[config.mk]
export PLATFORM = sky130hd
export DESIGN_NAME = bullet_flight_app_flat
export DESIGN_NICKNAME = d
export VERILOG_FILES = /design/src/rtl/bullet_flight_app_pkg.sv /design/src/rtl/bullet_flight_app_if.sv /design/src/rtl/bullet_step.sv /design/src/rtl/bullet_flight_app.sv /design/src/flat_wrapper.sv
export SDC_FILE = /design/constraint.sdc
export NUM_CORES = 1
export LEC_CHECK = 0
export CORE_ASPECT_RATIO = 0.7
export CORE_MARGIN = 8
export CORE_UTILIZATION = 48
export CTS_CLUSTER_SIZE = 12
export DETAILED_ROUTE_END_ITERATION = 8
export HOLD_SLACK_MARGIN = 0.1
export PLACE_DENSITY = 0.8
export SLEW_MARGIN = 10
export SYNTH_ARGS = -nofsm -noshare
export SYNTH_HDL_FRONTEND = slang
export SYNTH_SLANG_ARGS = --single-unit
export TNS_END_PERCENT = 50
[constraint.sdc]
create_clock -name clk -period 3.04 [get_ports clk]
set_input_delay 0.76 -clock clk [delete_from_list [all_inputs] [get_ports clk]]
set_output_delay 0.76 -clock clk [all_outputs]
set_load 0.01 [all_outputs]
[src/rtl/bullet_flight_app_pkg.sv]
// Shared tank-game definitions: grid defaults, direction codes and bullet FSM encodings.
package bullet_flight_app_pkg;

  localparam int unsigned XMaxDef = 24;
  localparam int unsigned YMaxDef = 12;
  localparam int unsigned CoordW  = 5;

  typedef enum logic [1:0] {
    DirUp    = 2'b00,
    DirDown  = 2'b01,
    DirLeft  = 2'b10,
    DirRight = 2'b11
  } dir_e;

  typedef enum logic [1:0] {
    StIdle = 2'b00,
    StFly  = 2'b01,
    StCool = 2'b10
  } bullet_st_e;

endpackage

[src/rtl/bullet_flight_app_if.sv]
// Signal bundle between the tank controller and the bullet flight block.
interface bullet_flight_app_if;
  import bullet_flight_app_pkg::*;

  logic              enable;
  logic              step_tick;
  logic [CoordW-1:0] tank_x;
  logic [CoordW-1:0] tank_y;
  logic [1:0]        tank_dir;
  logic              bul_sht;
  logic [CoordW-1:0] tgt_x;
  logic [CoordW-1:0] tgt_y;
  logic              tgt_valid;
  logic [CoordW-1:0] bul_x;
  logic [CoordW-1:0] bul_y;
  logic [1:0]        bul_dir;
  logic              bul_state;
  logic              hit;
  logic              miss;

  modport master (
    output enable, step_tick, tank_x, tank_y, tank_dir, bul_sht, tgt_x, tgt_y, tgt_valid,
    input  bul_x, bul_y, bul_dir, bul_state, hit, miss
  );

  modport slave (
    input  enable, step_tick, tank_x, tank_y, tank_dir, bul_sht, tgt_x, tgt_y, tgt_valid,
    output bul_x, bul_y, bul_dir, bul_state, hit, miss
  );

endinterface

[src/rtl/bullet_step.sv]
// Next-cell computation for one bullet step; flags the grid edge instead of wrapping.
module bullet_step
  import bullet_flight_app_pkg::*;
#(
  parameter int unsigned X_MAX = XMaxDef,
  parameter int unsigned Y_MAX = YMaxDef
) (
  input  logic [CoordW-1:0] x,
  input  logic [CoordW-1:0] y,
  input  dir_e              dir,
  output logic [CoordW-1:0] nx,
  output logic [CoordW-1:0] ny,
  output logic              at_edge
);

  always_comb begin
    nx      = x;
    ny      = y;
    at_edge = 1'b0;
    unique case (dir)
      DirUp:    if (y == '0)             at_edge = 1'b1; else ny = y - CoordW'(1);
      DirDown:  if (y == CoordW'(Y_MAX)) at_edge = 1'b1; else ny = y + CoordW'(1);
      DirLeft:  if (x == '0)             at_edge = 1'b1; else nx = x - CoordW'(1);
      DirRight: if (x == CoordW'(X_MAX)) at_edge = 1'b1; else nx = x + CoordW'(1);
      default:  at_edge = 1'b0;
    endcase
  end

endmodule

[src/rtl/bullet_flight_app.sv]
// Single-bullet flight controller: launch from the tank, step across the grid, report hit/miss,
// then lock out re-fire for COOL_TICKS step ticks.
module bullet_flight_app
  import bullet_flight_app_pkg::*;
#(
  parameter int unsigned X_MAX      = XMaxDef,
  parameter int unsigned Y_MAX      = YMaxDef,
  parameter int unsigned COOL_TICKS = 4
) (
  input logic                clk,
  input logic                rst_n,
  bullet_flight_app_if.slave bus
);

  localparam int unsigned CntW = (COOL_TICKS > 1) ? $clog2(COOL_TICKS + 1) : 1;

  bullet_st_e        state_q, state_d;
  logic [CntW-1:0]   cnt_q, cnt_d;
  logic [CoordW-1:0] x_q, x_d, y_q, y_d;
  dir_e              dir_q, dir_d;
  logic              bul_state_q, bul_state_d;
  logic              hit_q, hit_d, miss_q, miss_d;

  logic [CoordW-1:0] step_x, step_y;
  logic              at_edge;
  logic              on_target;

  bullet_step #(
    .X_MAX(X_MAX),
    .Y_MAX(Y_MAX)
  ) u_step (
    .x      (x_q),
    .y      (y_q),
    .dir    (dir_q),
    .nx     (step_x),
    .ny     (step_y),
    .at_edge(at_edge)
  );

  assign on_target = bus.tgt_valid && (x_q == bus.tgt_x) && (y_q == bus.tgt_y);

  always_comb begin
    state_d     = state_q;
    cnt_d       = cnt_q;
    x_d         = x_q;
    y_d         = y_q;
    dir_d       = dir_q;
    bul_state_d = bul_state_q;
    hit_d       = 1'b0;
    miss_d      = 1'b0;
    if (bus.enable) begin
      unique case (state_q)
        StIdle: begin
          if (bus.bul_sht) begin
            x_d         = bus.tank_x;
            y_d         = bus.tank_y;
            dir_d       = dir_e'(bus.tank_dir);
            bul_state_d = 1'b1;
            state_d     = StFly;
          end
        end
        StFly: begin
          // A target match wins over any step or edge miss in the same cycle.
          if (on_target) begin
            hit_d       = 1'b1;
            bul_state_d = 1'b0;
            cnt_d       = CntW'(COOL_TICKS);
            state_d     = StCool;
          end else if (bus.step_tick) begin
            if (at_edge) begin
              miss_d      = 1'b1;
              bul_state_d = 1'b0;
              cnt_d       = CntW'(COOL_TICKS);
              state_d     = StCool;
            end else begin
              x_d = step_x;
              y_d = step_y;
            end
          end
        end
        StCool: begin
          if (bus.step_tick) begin
            if (cnt_q <= CntW'(1)) begin
              cnt_d   = '0;
              state_d = StIdle;
            end else begin
              cnt_d = cnt_q - CntW'(1);
            end
          end
        end
        default: state_d = StIdle;
      endcase
    end
  end

  always_ff @(posedge clk or negedge rst_n) begin
    if (!rst_n) begin
      state_q     <= StIdle;
      cnt_q       <= '0;
      x_q         <= '0;
      y_q         <= '0;
      dir_q       <= DirUp;
      bul_state_q <= 1'b0;
      hit_q       <= 1'b0;
      miss_q      <= 1'b0;
    end else begin
      state_q     <= state_d;
      cnt_q       <= cnt_d;
      x_q         <= x_d;
      y_q         <= y_d;
      dir_q       <= dir_d;
      bul_state_q <= bul_state_d;
      hit_q       <= hit_d;
      miss_q      <= miss_d;
    end
  end

  assign bus.bul_x     = x_q;
  assign bus.bul_y     = y_q;
  assign bus.bul_dir   = dir_q;
  assign bus.bul_state = bul_state_q;
  assign bus.hit       = hit_q;
  assign bus.miss      = miss_q;

endmodule

[src/flat_wrapper.sv]
// flat-port wrapper written by rule: the top's interface ports become plain ports
module bullet_flight_app_flat import bullet_flight_app_pkg::*;
#(
  parameter int unsigned X_MAX      = XMaxDef,
  parameter int unsigned Y_MAX      = YMaxDef,
  parameter int unsigned COOL_TICKS = 4
)
  (clk, rst_n, bus_enable, bus_step_tick, bus_tank_x, bus_tank_y, bus_tank_dir, bus_bul_sht, bus_tgt_x, bus_tgt_y, bus_tgt_valid, bus_bul_x, bus_bul_y, bus_bul_dir, bus_bul_state, bus_hit, bus_miss);
  bullet_flight_app_if bus_i ();
  input logic clk;
  input logic rst_n;
  input wire logic [$bits(bus_i.enable)-1:0] bus_enable;
  input wire logic [$bits(bus_i.step_tick)-1:0] bus_step_tick;
  input wire logic [$bits(bus_i.tank_x)-1:0] bus_tank_x;
  input wire logic [$bits(bus_i.tank_y)-1:0] bus_tank_y;
  input wire logic [$bits(bus_i.tank_dir)-1:0] bus_tank_dir;
  input wire logic [$bits(bus_i.bul_sht)-1:0] bus_bul_sht;
  input wire logic [$bits(bus_i.tgt_x)-1:0] bus_tgt_x;
  input wire logic [$bits(bus_i.tgt_y)-1:0] bus_tgt_y;
  input wire logic [$bits(bus_i.tgt_valid)-1:0] bus_tgt_valid;
  output wire logic [$bits(bus_i.bul_x)-1:0] bus_bul_x;
  output wire logic [$bits(bus_i.bul_y)-1:0] bus_bul_y;
  output wire logic [$bits(bus_i.bul_dir)-1:0] bus_bul_dir;
  output wire logic [$bits(bus_i.bul_state)-1:0] bus_bul_state;
  output wire logic [$bits(bus_i.hit)-1:0] bus_hit;
  output wire logic [$bits(bus_i.miss)-1:0] bus_miss;
  assign bus_i.enable = bus_enable;
  assign bus_i.step_tick = bus_step_tick;
  assign bus_i.tank_x = bus_tank_x;
  assign bus_i.tank_y = bus_tank_y;
  assign bus_i.tank_dir = bus_tank_dir;
  assign bus_i.bul_sht = bus_bul_sht;
  assign bus_i.tgt_x = bus_tgt_x;
  assign bus_i.tgt_y = bus_tgt_y;
  assign bus_i.tgt_valid = bus_tgt_valid;
  assign bus_bul_x = bus_i.bul_x;
  assign bus_bul_y = bus_i.bul_y;
  assign bus_bul_dir = bus_i.bul_dir;
  assign bus_bul_state = bus_i.bul_state;
  assign bus_hit = bus_i.hit;
  assign bus_miss = bus_i.miss;
  bullet_flight_app #(.X_MAX(X_MAX), .Y_MAX(Y_MAX), .COOL_TICKS(COOL_TICKS)) u_core (.clk(clk), .rst_n(rst_n), .bus(bus_i));
endmodule
---- Word level (Yosys, flattened, before mapping) ----
Index checks and enable logic that the tools add are counted.
storage, ports and cells
  flip-flop bits (word level) ............. 20
  input bits .............................. 28
  output and inout bits ................... 15
  word-level logic and storage cells ...... 98
cells by class
  add/subtract/negate cells ............... 5
  $lt $le $gt $ge ......................... 1
  equal/unequal tests ..................... 23
  muxes and demuxes ....................... 47
  reductions and logical operators ........ 14
operators with widths
  kind                 count
  $mux 5               12
  $pmux 5 s2           4
  $ne 3x3->1 const B   6
  $reduce_and 9->1     2
  $mux 1               16
  $mux 3               5
  $mux 2               6
  $add 5x1->5 const B  2
  $eq 5x5->1           2
  $logic_not 5->1      2
  $ne 2x2->1 const B   5
  $reduce_and 5->1     2
  $sub 5x1->5 const B  2
  $eq 2x2->1 const B   3
  $pmux 2 s3           1
  $pmux 3 s2           1
  $reduce_and 6->1     1
  $eq 5x4->1 const B   1
  $eq 5x5->1 const B   1
  $eq 2x1->1 const B   2
  $logic_not 2->1      2
  $pmux 1 s4           1
  $reduce_bool 2->1    2
  $le 3x1->1 const B   1
  other kinds (7)      8

---- Longest topological paths before layout ----
Gate-level depths: netlist of the first run.
  depth in word-level cells ............... 8
  mapped depth ............................ 10
  mapped depth without buffers ............ 9

---- Hierarchy ----
A second synthesis of the first run with hierarchy kept.
unflattened totals
  cells, all modules ...................... 196
  area total of the unflattened synthesis .. 1798.0 sq um
modules (own cells, without submodules)
  module             instances  cells each  area an instance (sq um)  sequential area each (sq um)
  bullet_flight_app  1          97          1111.1                    500.5
  bullet_step        1          99          686.9                     0.0

---- Least setup slack after synthesis of the first run ----
Ideal clock, no wire load.
  kind .................................... register to register
  start point ............................. reg u_core.dir_q[1] (netlist: u_core.bus.bul_dir[1])
  end point ............................... reg u_core.y_q[4] (netlist: u_core.bus.bul_y[4])
  setup time .............................. 0.126 ns
  data arrival time ....................... 2.128 ns
  data required time ...................... 2.914 ns
  path slack .............................. 0.786 ns
  cell stages (with the launch flop) ...... 11
  buffers on the path ..................... 1
  period minus slack after synthesis ...... 2.254 ns
  path through ............................ dfrtp_1 clkbuf_1 or2b_1 inv_1 fa_1 inv_1 a21o_1 a21oi_1 xnor2_1 o311a_1 a221o_1
on the way
  word-level cells in the longest chain between the ends .. 6
  elaborated cells on any way between the ends .. 15
  classes of those cells .................. eq/ne (7); mux (6); reduce/logical (2)
ends and longest elaborated chain
  what                                                  line                      text
  start: declaration                                    bullet_flight_app.sv:20   dir_e dir_q, dir_d;
  start signal: assignment                              bullet_flight_app.sv:102  dir_q <= DirUp;
  start signal: assignment                              bullet_flight_app.sv:111  dir_q <= dir_d;
  $eq 2x1->1 / $logic_not 2->1 (equally long branches)  bullet_step.sv:20         unique case (dir)
  $pmux 5 s2                                            bullet_step.sv:20
  $mux 5                                                bullet_flight_app.sv:70   if (at_edge) begin
  $mux 5                                                bullet_flight_app.sv:69   end else if (bus.step_tick) begin
  $mux 5                                                bullet_flight_app.sv:64   if (on_target) begin
  $pmux 5 s2                                            bullet_flight_app.sv:52   unique case (state_q)
  end signal: assignment                                bullet_flight_app.sv:110  y_q <= y_d;
  end: declaration                                      bullet_flight_app.sv:19   logic [CoordW-1:0] x_q, x_d, y_q, y_d;
Several ways; a longest one is shown, not always the timed one. The select of a mux whose other input is x is not followed.
A chain may end at the register's enable or synchronous reset.

---- Worst setup path after layout of the first run ----
  start point ............................. in bus_enable
  end point ............................... reg u_core.x_q[3] (netlist: u_core.bus.bul_x[3])
on the way
  word-level cells in the longest chain between the ends .. 1
ends and longest elaborated chain
  what                               line                      text
  start: declaration                 flat_wrapper.sv:12        input wire logic [$bits(bus_i.enable)-1:0] bus_enable;
  $reduce_and 9->1 (no source line)  -
  end signal: assignment             bullet_flight_app.sv:100  x_q <= '0;
  end signal: assignment             bullet_flight_app.sv:109  x_q <= x_d;
  end: declaration                   bullet_flight_app.sv:19
Every way passes these cells.

==> results.md, run 1 <==
- The run finished with clean final reports.
- The cell area after technology mapping is 1530 sq um.
- The count of nets left with antenna violations once routing finished came out at 0.
- Along the worst path, the maximum fanout reaches 10.
- Data on the critical path arrives at its endpoint at 2.71 ns.
- In this run, synthesis inferred 0 flip-flops with an integrated enable.
- The number of endpoints failing setup at the final stage is 0.
- The wire length of the first global-routing pass is 7400 um.
- The cell leakage power is 0.000875 uW.
- Among all flip-flop cells after synthesis, the most frequent one is sky130_fd_sc_hd__dfrtp_1.
- The total routed wirelength is 4420 um.
- The clock transition at the register clock pins on the worst setup and hold paths after CTS is around 0.080 ns.
- The worst min-delay path startpoint is u_core.bus.bul_state.
- The repair_antennas step left the layout with diodes totalling 0.
- The die covers 5280 sq um.
- The number of setup buffers added after CTS is 0.
- The layout overhead on the synthesized area is 34.3%.
- In the layout the commonest cells are 42 x sky130_fd_sc_hd__clkdlybuf4s50_1, 20 x sky130_fd_sc_hd__dfrtp_1, 15 x sky130_fd_sc_hd__inv_1, 14 x sky130_fd_sc_hd__a21oi_1, 13 x sky130_fd_sc_hd__xnor2_1.
- In the final layout, the multi-input gates occupy 947 sq um.
- The post-detailed-route wirelength per cell is about 17 um.
- The initial core utilization is between 40% and 50%.
- For the pin with the worst max-slew slack, the measured transition is 0.915 ns.
- The latest clock arrival within the worst-skew pair is 0.26 ns.
- The core region is 3110 sq um.
- The critical path capture point type is a register.
- The maximum vdd drop is around 500 uV.
- The count of buffers inserted at the top-level ports is 42.
- The worst hold path passes through 2 cells.
- Headroom to the max-slew limit came out at 38.8%.
- Setup repair after global routing left no endpoint under its margin.
- The highest clock rate is 0.390 GHz.
- The via-per-instance ratio is between 5 and 6.
- For the worst setup path, the data required time is between 3 and 4 ns.
- The power density normalized to cell area is 1040 nW/um^2.
- The H-tree level count is 1.
- The worst setup path is launched from an input pin.
- The count of unique library cells instantiated by Yosys is 45.
- The number of inserted filler cells in the final layout is between 200 and 300.
- The final critical-path share of the clock period is between 80% and 90%.
- The number of clock buffers added by TritonCTS is 3.
- The total of flip-flops plus latches after synthesis is 20.
- The I/O pin total is 43.
- The total overflow left after global routing is 0.
- The count of endpoints failing hold in the final timing report is 0.
- The total power is 2140 uW.
- The number of cells on the worst reg-to-reg path is 9.
- The number of hold buffers added after CTS was 0.
- The initial antenna violation count is 0.
- The count of mapped cells out of synthesis is 170.
- The number of gates resized after CTS is 0.
- The DRC violation total after the first TritonRoute iteration is between 100 and 150.
- The startpoint-to-endpoint class of the critical path is input pin to register.
- The number of remaining DRC errors is 0.
- The number of nets at the end of the flow is between 200 and 300.
- The total via count in the routed design is 1485.
- Entering global routing, the biggest net connects 21 pins.
- Across every metal layer, demand over resource in global routing totals 16.6%.
- The die extent in y is 63.3 um.
- The clock tree root driver cell is sky130_fd_sc_hd__clkbuf_8.
- The maximum number of buffers from clock root to sink is 2.
- The number of max-slew violations in the final report is 0.
- The clock tree skew after final layout is 0.00611 ns.
- The count of warnings emitted by yosys is 0.
- The half-perimeter wire length after placement is 3590 um.
- In the final layout, flip-flops and latches occupy 500 sq um.
- For this design, the sink count on the clock tree is 20.
- The number of nets in the synthesized netlist is 210.
- Leaving out fill and tap cells, the most frequent cell in the layout is sky130_fd_sc_hd__clkdlybuf4s50_1.
- The worst register-to-register path has a setup slack of 0.58 ns.
- The site row count is 17.
- The sequential cell area fraction in the yosys report is 32.7%.
- The worst hold path terminates at u_core.bus.bul_state.
- Dividing the synthesized area by the synthesized cell count gives 9.01 sq um.
- The setup total negative slack is 0 ns.
- The final RePlAce weighted congestion is 0.881.
- The number of iterations in the first detailed-routing pass is 4.
- The startpoint identified for the worst register-to-register timing path is u_core.bus.bul_dir[0].
- The fraction of final layout cells sized beyond drive strength 1 is 6.51%.
- The proportion of register bits with asynchronous set or reset after synthesis is 100%.
- The number of global-route vias before repair came to 1565.
- The capture instance of the worst register-to-register path is u_core.bus.bul_y[4].
- From left edge to right edge, the die measures roughly 84 um.
- The TritonCTS clock tree is done.
- The worst hold path belongs to the class register to register.
- The worst path needs 2.56 ns of the cycle, external delays included.
- Max-cap violations in this run came to 0.
[stage by stage]
stage	hold slack, ns	area, sq um	instances	util, %	setup slack, ns
4_1_cts	0.562	2060	253	66.2	0.489
2_1_floorplan	0.464	1530	170	-	0.786
3_5_place_dp	0.546	2000	249	64.5	0.230
3_3_place_gp	0.542	2000	249	64.5	0.335
6_report	0.559	2060	253	66.2	0.476
5_1_grt	0.600	2060	253	66.2	0.355
[critical path: stages]
cell and delay, ns:
sky130_fd_sc_hd__clkdlybuf4s50_1 0.56, sky130_fd_sc_hd__o21ai_1 0.18, sky130_fd_sc_hd__or2_0 0.44, sky130_fd_sc_hd__or4_1 0.58, sky130_fd_sc_hd__o21ai_0 0.09, sky130_fd_sc_hd__a21oi_1 0.09
[metal layers]
metal	routed length, um	track usage, %	part of all wire, %
met1	1870	19.8	42
met2	2200	28.3	50
met3	311	4.62	7.0
met5	0	0	0
met4	46	4.94	1.0
[Yosys cell counts, types with 3 or more instances]
cell type                  count  area [sq um]
sky130_fd_sc_hd__dfrtp_1      20           500
sky130_fd_sc_hd__nand2_1       8          30.0
sky130_fd_sc_hd__o21ai_0       9          45.0
sky130_fd_sc_hd__inv_1        15          56.3
sky130_fd_sc_hd__or3_1         3          18.8
sky130_fd_sc_hd__a21oi_1      14          70.1
sky130_fd_sc_hd__o22a_1        4          35.0
sky130_fd_sc_hd__a31oi_1       5          31.3
sky130_fd_sc_hd__a21o_1        5          37.5
sky130_fd_sc_hd__clkbuf_1      3          11.3
sky130_fd_sc_hd__o22ai_1       4          25.0
sky130_fd_sc_hd__nor3_1        4          20.0
sky130_fd_sc_hd__xnor2_1      13           114
sky130_fd_sc_hd__o21a_1        3          22.5
sky130_fd_sc_hd__nor2_1       10          37.5
sky130_fd_sc_hd__mux2i_1       3          30.0
sky130_fd_sc_hd__ha_1         10           125
sky130_fd_sc_hd__xor2_1        3          26.3
[flip-flops by register name, summed over array words and instances (netlist names)]
| name | count |
|---|---|
| u_core.state_q | 2 |
| u_core.bus.miss | 1 |
| u_core.bus.bul_x | 5 |
| u_core.bus.bul_state | 1 |
| u_core.bus.bul_y | 5 |
| u_core.cnt_q | 3 |
| u_core.bus.hit | 1 |
| u_core.bus.bul_dir | 2 |
[cell type report]
| cell class | count | area share [%] |
|---|---|---|
| Multi-Input combinational cell | 130 | 46.0 |
| Sequential cell | 20 | 24.3 |
| Timing Repair Buffer | 46 | 21.9 |
| Inverter | 15 | 2.74 |
| Clock buffer | 4 | 2.68 |
| Tap cell | 38 | 2.31 |
[worst max-delay path by stage]
stage / start / to / slack [ns] / cells after the start
4_1_cts: bus_enable / u_core.bus.bul_x[3] / 0.49 / 6
6_report: bus_enable / u_core.bus.bul_x[3] / 0.48 / 6
3_5_place_dp: bus_enable / u_core.bus.bul_x[3] / 0.23 / 6
2_1_floorplan: u_core.bus.bul_dir[1] / u_core.bus.bul_y[4] / 0.79 / 10
5_1_grt: bus_enable / u_core.bus.bul_x[3] / 0.36 / 6
3_3_place_gp: bus_enable / u_core.bus.bul_x[3] / 0.33 / 6
[where the power goes]
part           internal (uW)  switching (uW)  total (uW)
Clock                    115            92.5         208
Sequential               372             187         559
Combinational            670             705        1370
Total                   1160             984        2140
[kinds of logic after synthesis]
kind of cell | Yosys count | share of synthesized area, %
AO/OA/AOI/OAI | 54 | 22.9
XOR/XNOR | 16 | 9.15
adder cells (fa/ha/maj) | 12 | 10.8
buffers and inverters | 20 | 5.47
flip-flops | 20 | 32.7
multiplexers | 5 | 3.43
AND/OR/NAND/NOR | 43 | 15.6
(Power assumes the default switching activity.)
==> run 2: changes to the inputs <==
Clock period 3.04 ns to 2.5 ns, I/O delays scaled along.
==> results.md, run 2 (synthesis results as in run 1) <==
- The startpoint of the lowest-slack register-to-register path is u_core.bus.bul_dir[0].
- The count of buffers inserted at the top-level ports is 42.
- The register area is 500 sq um.
- The kind of start point of the critical path is a register.
- The area of the multi-input gates is 947 sq um.
- The run finished with clean final reports.
- The total inserted antenna cells is 0.
- Power spread over the standard cell area amounts to approximately 1300 nW/um^2.
- From left edge to right edge, the die measures 83.5 um.
- The filler cells instantiated in the layout total 265.
- The number of remaining DRC errors is 0.
- After clock tree synthesis, the setup repair step added 0 buffers.
- Counting instances, the worst hold path has a depth of 2.
- The total number of clock tree sinks is 20.
- The number of nets at the end of the flow is roughly 260.
- The design internal power is between 1000 and 1500 uW.
- Setup violations remaining at the end of the flow were counted as 0.
- STA classifies the critical path endpoint as a register.
- The critical path data arrival time is roughly 2.4 ns.
- TritonCTS built the clock tree.
- For this design, the slowest cell found on the critical path is sky130_fd_sc_hd__fa_1.
- For this design, the CTS-stage hold fixing added 0 buffers.
- Per report_power, the sequential group accounts for approximately a quarter of the total.
- After layout, the worst path uses 90.5% of the clock period.
- The initial antenna violation count is 0.
- For this block, the initial DRC count from the detailed router was 178.
- Entering global routing, the biggest net connects 21 pins.
- The clock passes through at most 2 buffers.
- The latest clock arrival within the worst-skew pair is around 0.27 ns.
- Among the stages of the critical path, the cell type that occurs most often is sky130_fd_sc_hd__inv_1.
- In this run the standard cell core region covers 3110 sq um.
- The max-cap check violation count is 0.
- The capture instance of the worst register-to-register path is u_core.bus.bul_y[4].
- For this run the aggregate overflow at the end of global routing stands at 0.
- The highest clock rate is 0.442 GHz.
- Walking the worst path, the cells encountered are or2b_1, inv_1, fa_1, inv_1, a21o_1, a21oi_1, xnor2_1, o311a_1, a221o_1.
- The net switching power figure is 1210 uW.
- After the flow finishes, the layout carries non-filler instances totaling roughly 260.
- The H-tree level count is 1.
- For hold timing, the worst endpoint is u_core.bus.bul_state.
- For this run, the slowest stage of the critical path takes 0.42 ns.
- The total routed wirelength is 4530 um.
- The number of iterations in the first detailed-routing pass is 4.
- In this run the worst path has a maximum fanout of 4.
- The initial core utilization is around half.
- The number of max-slew violations in the final report is 0.
- The HPWL after detailed placement is 3540 um.
- The number of global-route vias before repair is 1627.
- The clock tree skew after final layout is 0.00353 ns.
- The count of endpoints failing hold in the final timing report is 0.
- The setup total negative slack is 0 ns.
- Cells fill 67.7% of the core in the end.
- The total via count in the routed design is 1528.
- The wire length of the first global-routing pass is 7730 um.
- Of the total power, the share spent switching nets is 45.6%.
- The cell sitting at the root of the clock tree is a sky130_fd_sc_hd__clkbuf_8.
- The I/O pin total is 43.
- Leaving out fill and tap cells, the most frequent cells in the layout are 42 x sky130_fd_sc_hd__clkdlybuf4s50_1, 20 x sky130_fd_sc_hd__dfrtp_1, 15 x sky130_fd_sc_hd__inv_1, 14 x sky130_fd_sc_hd__a21oi_1, 13 x sky130_fd_sc_hd__xnor2_1.
- Counting the buffers created by CTS gives 3.
- In this run, the combinational gates consume between 60% and 70% of the power.
- Clock-pin slew was measured on the worst setup and hold paths at 0.08 ns.
- The number of placed instances, taps included is about 260.
- The die is 63.3 um tall.
- The class of the worst hold path is register to register.
- The maximum vdd drop is 777 uV.
- The worst slew margin relative to its limit is 57.4%.
- The initialized floorplan defines 17 standard-cell rows.
- The smallest clock period supported by the final layout is computed as 2.26 ns.
- After clock tree synthesis, the repair step resized 0 gates.
- Setup repair after global routing left no endpoint under its margin.
- The slew at the pin closest to its max-slew limit is 0.633 ns.
- The number of cells on the worst reg-to-reg path is 9.
- Of the cells placed in the final design, the portion with a size suffix greater than 1 is a little under a tenth.
- The cell leakage power is 0.000903 uW.
- The die footprint is 5280 sq um.
- In this run the remaining antenna-violating nets after routing total 0.
- The data required time at the worst endpoint is 2.65 ns.
- The startpoint-to-endpoint class of the critical path is register to register.
- The all-layer global routing usage is 17.4%.
- The worst setup slack for register-to-register paths is ~0.24 ns.
- The library cell used most frequently in the layout, excluding fill and tap cells, is sky130_fd_sc_hd__clkdlybuf4s50_1.
- The proportion of power drawn by the clock network is 9.7%.
- The congestion estimate from routability-driven global placement came to 0.829.
- The worst min-delay path startpoint is u_core.bus.bul_state.
- The post-detailed-route wirelength per cell is 17.5 um.
- The layout overhead on the synthesized area is 37.3%.
- Dividing the detail-routed via count by the number of cells gives 5.90.
==> run 2: cell count changes in the layout (fill, tap and decap cells not counted) <==
cell	before	now
sky130_fd_sc_hd__buf_4	4	10
==> run 2: worst max-delay path by stage <==
stage                          start             endpoint  slack [ns]  depth (start not counted)
6_report       u_core.bus.bul_dir[0]  u_core.bus.bul_y[4]        0.24                          9
5_1_grt        u_core.bus.bul_dir[0]  u_core.bus.bul_y[4]        0.13                          9
4_1_cts        u_core.bus.bul_dir[0]  u_core.bus.bul_y[4]        0.25                          9
3_5_place_dp            bus_tgt_x[3]  u_core.bus.bul_x[0]        0.02                          7
3_3_place_gp            bus_tgt_x[3]  u_core.bus.bul_x[1]        0.08                          7
2_1_floorplan  u_core.bus.bul_dir[1]  u_core.bus.bul_y[4]        0.25                         10
==> run 2: layout make-up <==
cell class | instances | area share, %
repair buffers | 52 | 23.6
multi-input cells | 130 | 45.1
well taps | 38 | 2.26
flip-flops and latches | 20 | 23.8
inverters | 15 | 2.68
clock buffers | 4 | 2.62
==> run 2: critical path: cells and delay by family (launching register included) <==
kind                       cells  cell delay (ns)
AOI/OAI and AO/OA              4             0.74
xor gates and xnor gates       1             0.15
buffers and inverters          2             0.19
DFF                            1             0.39
adders and majority gates      1             0.42
and+or+nand+nor                1             0.27
==> run 2: metal layers <==
metal | global-route usage (%) | vias to the layer above | routed length [um]
li1 | - | 723 | -
met1 | 20.7 | 744 | 1930
met2 | 29.5 | 55 | 2230
met3 | 4.49 | 6 | 310
met4 | 6.22 | 0 | 61
met5 | 0 | - | 0
==> run 2: stage by stage <==
step | area [sq um] | setup WS [ns] | power (uW) | hold slack, ns
floorplan | 1530 | 0.246 | 1760 | 0.329
global placement | 2050 | 0.0761 | 2270 | 0.524
detailed placement | 2050 | 0.0165 | 2370 | 0.536
CTS | 2100 | 0.248 | 2640 | 0.556
global route | 2100 | 0.126 | 2870 | 0.608
finish | 2100 | 0.237 | 2650 | 0.561
==> run 2: power by group through the flow <==
stage / clock network (uW) / registers, uW / logic, uW
final: 258 / 658 / 1730
after floorplan: 0 / 652 / 1110
after detailed placement: 0 / 657 / 1710
after CTS: 263 / 652 / 1730
after global placement: 0 / 646 / 1620
after global routing: 269 / 678 / 1920
==> run 3: changes to the inputs <==
Settings changed: ABC_AREA set to 1, CORE_UTILIZATION 48 to 50, GPL_TIMING_DRIVEN set to 1.
==> results.md, run 3 <==
- Power comes to 2790 uW.
- Counting flops and latches in the post-synthesis netlist gives 20.
- For this design, the sink count on the clock tree is 20.
- The all-layer global routing usage is around 17%.
- The half-perimeter wire length after placement is 3950 um.
- The number of inserted filler cells in the final layout is 318.
- The post-detailed-route count of antenna-violating nets is 0.
- The post-detailed-route wirelength per cell is 12.8 um.
- In the post-synthesis netlist, the biggest area contributors are sky130_fd_sc_hd__dfrtp_1 27%, sky130_fd_sc_hd__nand2_1 18%, sky130_fd_sc_hd__ha_1 6.8%.
- The cell type with the highest occurrence count on the critical path is sky130_fd_sc_hd__nand2_1.
- The detailed router put a total of 2350 um of wire on met1.
- The I/O pin total is 43.
- Synthesis produced 273 cells.
- For this design, the CTS-stage hold fixing added 0 buffers.
- The clock arrives with roughly 0.0028 ns of skew.
- Summed over all cells, the static leakage comes to 0.00120 uW.
- Yosys printed 0 warnings.
- Summing the areas of all fa, ha and maj instances in the mapped netlist gives 9.00% of the synthesized area.
- In this design, the stage delay of the slowest critical-path cell is 0.41 ns.
- For this design the ratio of total power to cell area is 1180 nW/um^2.
- Dividing the detail-routed via count by the number of cells gives 5.02.
- The met3 routed wirelength is 437 um.
- Clock tree synthesis inserted a total of 3 buffers.
- The synthesized-area fraction occupied by and/or/nand/nor cells is 40.7%.
- Counting flops with a built-in enable in the synthesized netlist gives 0.
- The path class of the tightest hold or removal check is register to register.
- Wires add up to 4730 um.
- The number of gates resized after CTS is 0.
- Sequential cells were found to cover 27.3% of the synthesized design area.
- The maximum number of buffers from clock root to sink is 2.
- Setup repair after global routing left no endpoint under its margin.
- The commonest register cell after synthesis is sky130_fd_sc_hd__dfrtp_1.
- After routing, the total negative slack on setup checks comes to 0 ns.
- The number of global-route vias before repair is 1612.
- Summed over all instances, the cell type with the most area after synthesis is sky130_fd_sc_hd__dfrtp_1.
- The dominant delay contributor by cell family on the critical path is simple AND/OR/NAND/NOR gates.
- Entering global routing, the biggest net connects 21 pins.
- The aggregate global routing overflow is 0.
- The per-instance average area after synthesis is between 6 and 7 sq um.
- The total buffers and inverters traversed by the critical path is 1.
- The proportion of register bits with asynchronous set or reset after synthesis is 100%.
- The share of the synthesized area in the top cell type is 27.3%.
- The synthesized netlist occupies a cell area of 1830 sq um.
- The amount of wire on met2 after detailed routing is 1900 um.
- The latest clock arrival within the worst-skew pair is 0.26 ns.
- At the pin with the least slew margin, the transition time is 0.399 ns.
- By area, the combinational part of the netlist is dominated by simple AND/OR/NAND/NOR gates.
- The tree is rooted in a sky130_fd_sc_hd__clkbuf_8.
- The count of endpoints failing hold in the final timing report is 0.
- The number of placed instances, taps included is 365.
- Derived from the worst setup path, the maximum achievable clock frequency is 0.497 GHz.
- Of the total synthesized cell area, the portion taken by XOR and XNOR cells is under 10%.
- The TritonCTS clock tree is done.
- The total via count in the routed design is 1846.
- The maximum vdd drop is 820 uV.
- The critical path goes through clkdlybuf4s50_1, xnor2_1, nand2_1, nor2_4, nand3_4, nand2_2, nand2_1, nor2_2, nand2_2, nand2_1, nand2_1.
- Of the cells placed in the final design, the portion with a size suffix greater than 1 is 13.2%.
- The worst setup path is of the input pin to register kind.
- The initialized floorplan defines 18 standard-cell rows.
- The highest metal layer with signal wires is met4.
- The number of max-slew violations in the final report is 0.
- STA puts the critical path data required time at approximately 2.7 ns.
- The first global-routing pass estimated 7850 um of wire.
- The total inserted antenna cells is 0.
- The H-tree level count is 1.
- The number of endpoints failing setup at the final stage is 0.
- The worst setup path is captured at a register.
- The synthesized netlist devotes approximately 11% of its cell area to compound gates.
- The kind of start point of the critical path is an input pin.
- The count of unique library cells instantiated by Yosys is 36.
- After clock tree synthesis, the setup repair step added 0 buffers.
- The portion of synthesized area spent on multiplexers is 0%.
- In the layout the commonest cells are 89 x sky130_fd_sc_hd__nand2_1, 42 x sky130_fd_sc_hd__clkdlybuf4s50_1, 32 x sky130_fd_sc_hd__inv_1, 20 x sky130_fd_sc_hd__nor2_1, 20 x sky130_fd_sc_hd__dfrtp_1.
- The DRC violation total after the first TritonRoute iteration is 162.
- The run finished with clean final reports.
- The number of iterations in the first detailed-routing pass is 4.
- The area growth from synthesis to layout is 28.9%.
- The die extent in y is around 67 um.
- Ranked by instance count, the synthesized netlist is headed by 89 x sky130_fd_sc_hd__nand2_1, 32 x sky130_fd_sc_hd__inv_1, 20 x sky130_fd_sc_hd__dfrtp_1, 20 x sky130_fd_sc_hd__nor2_1, 15 x sky130_fd_sc_hd__o21ai_0.
- The most frequent standard cell in the layout excluding fill and tap cells is sky130_fd_sc_hd__nand2_1.
- The tool flagged a number of max-cap violations equal to 0.
- The final critical-path share of the clock period is between 80% and 90%.
- The total area inside the core boundary comes to 3510 sq um.
- The standard cell with the maximum stage delay on the critical path is sky130_fd_sc_hd__clkdlybuf4s50_1.
- Clock-pin slew was measured on the worst setup and hold paths at ~0.07 ns.
- The most frequent cell after synthesis is sky130_fd_sc_hd__nand2_1.
- In this run the tool buffered the top-level ports with 42 buffer cells.
- At the end of routability-driven placement, the weighted congestion stood at 0.839.
- The worst slew margin relative to its limit is 73.2%.
- The worst-path maximum fanout is 4.
- The initial antenna violation count is 0.
- The final cell count without fillers is 368.
- The number of remaining DRC errors is 0.
- Once the floorplan was initialized, standard cells occupied 52.2% of the core.
- The critical path data arrival time is 2.17 ns.
- The number of nets at the end of the flow is 360.
- The die footprint is around 6000 sq um.
- The number of nets in the synthesized netlist is 313.
- The smallest clock period supported by the final layout is computed as just over 2 ns.
- The width of the die is a little under 90 um.
-- run 3: cell types whose count changed in the layout (fill, tap and decap cells not counted), sizes merged, moves of 5 or more --
| cell | before | now |
|---|---|---|
| inv | 15 | 41 |
| nand3 | 2 | 17 |
| nor2 | 10 | 27 |
| o21ai | 10 | 22 |
| buf | 10 | 2 |
| a21o | 5 | 0 |
| nand2 | 8 | 101 |
| xnor2 | 13 | 2 |
| a21oi | 14 | 7 |
-- run 3: layout make-up --
type | instances | area (sq um) | share of cell area (%)
Multi-Input combinational cell | 208 | 1160 | 49.0
Sequential cell | 20 | 500 | 21.2
Timing Repair Buffer | 44 | 435 | 18.4
Inverter | 43 | 165 | 6.98
Tap cell | 50 | 62.6 | 2.65
Clock buffer | 3 | 41.3 | 1.75
-- run 3: tightest hold or removal path, delay by kind of cell, from the launching register on --
kind | cells | cell delay (ns)
flops | 1 | 0.37
simple gates | 2 | 0.10
-- run 3: metal layers --
| metal | global-route usage, % | vias up |
|---|---|---|
| met5 | 0 | - |
| met4 | 3.77 | 0 |
| met3 | 4.79 | 5 |
| met2 | 22.6 | 65 |
| met1 | 25.5 | 824 |
| li1 | - | 952 |
-- run 3: cells by family (layout without fill, tap and decap cells) --
kind of cell	count (synthesis)	after routing
flops	20	20
simple gates	156	156
xor+xnor	6	6
buf+inv	45	90
fa+ha+maj	12	12
compound gates	34	34
-- run 3: path summary, 6_finish.rpt --
path,from,end,slack (ns),cells past startpoint
setup reg to reg,u_core.state_q[1],u_core.bus.bul_x[1],0.53,9
hold / removal,u_core.cnt_q[0],u_core.cnt_q[0],0.50,2
setup / recovery,bus_tgt_x[0],u_core.cnt_q[2],0.49,11
hold reg to reg,u_core.cnt_q[0],u_core.cnt_q[0],0.50,2
min in group asynchronous,rst_n,u_core.bus.bul_y[2],0.71,2
max in group asynchronous,rst_n,u_core.state_q[1],1.58,2
-- run 3: report_power, final --
group / total, uW / internal, uW / switching, uW
Clock: 211 / 107 / 103
Sequential: 672 / 463 / 210
Combinational: 1900 / 791 / 1110
-- run 3: metrics by stage --
stage                     utilization, %  hold WS [ns]  instance area, sq um  setup WS (ns)
after floorplan                        -         0.329                  1830          0.751
after global placement              66.1         0.491                  2320          0.292
after detailed placement            66.1         0.493                  2320          0.234
after CTS                           67.3         0.510                  2360          0.508
after global routing                67.3         0.554                  2360          0.363
final                               67.3         0.499                  2360          0.486
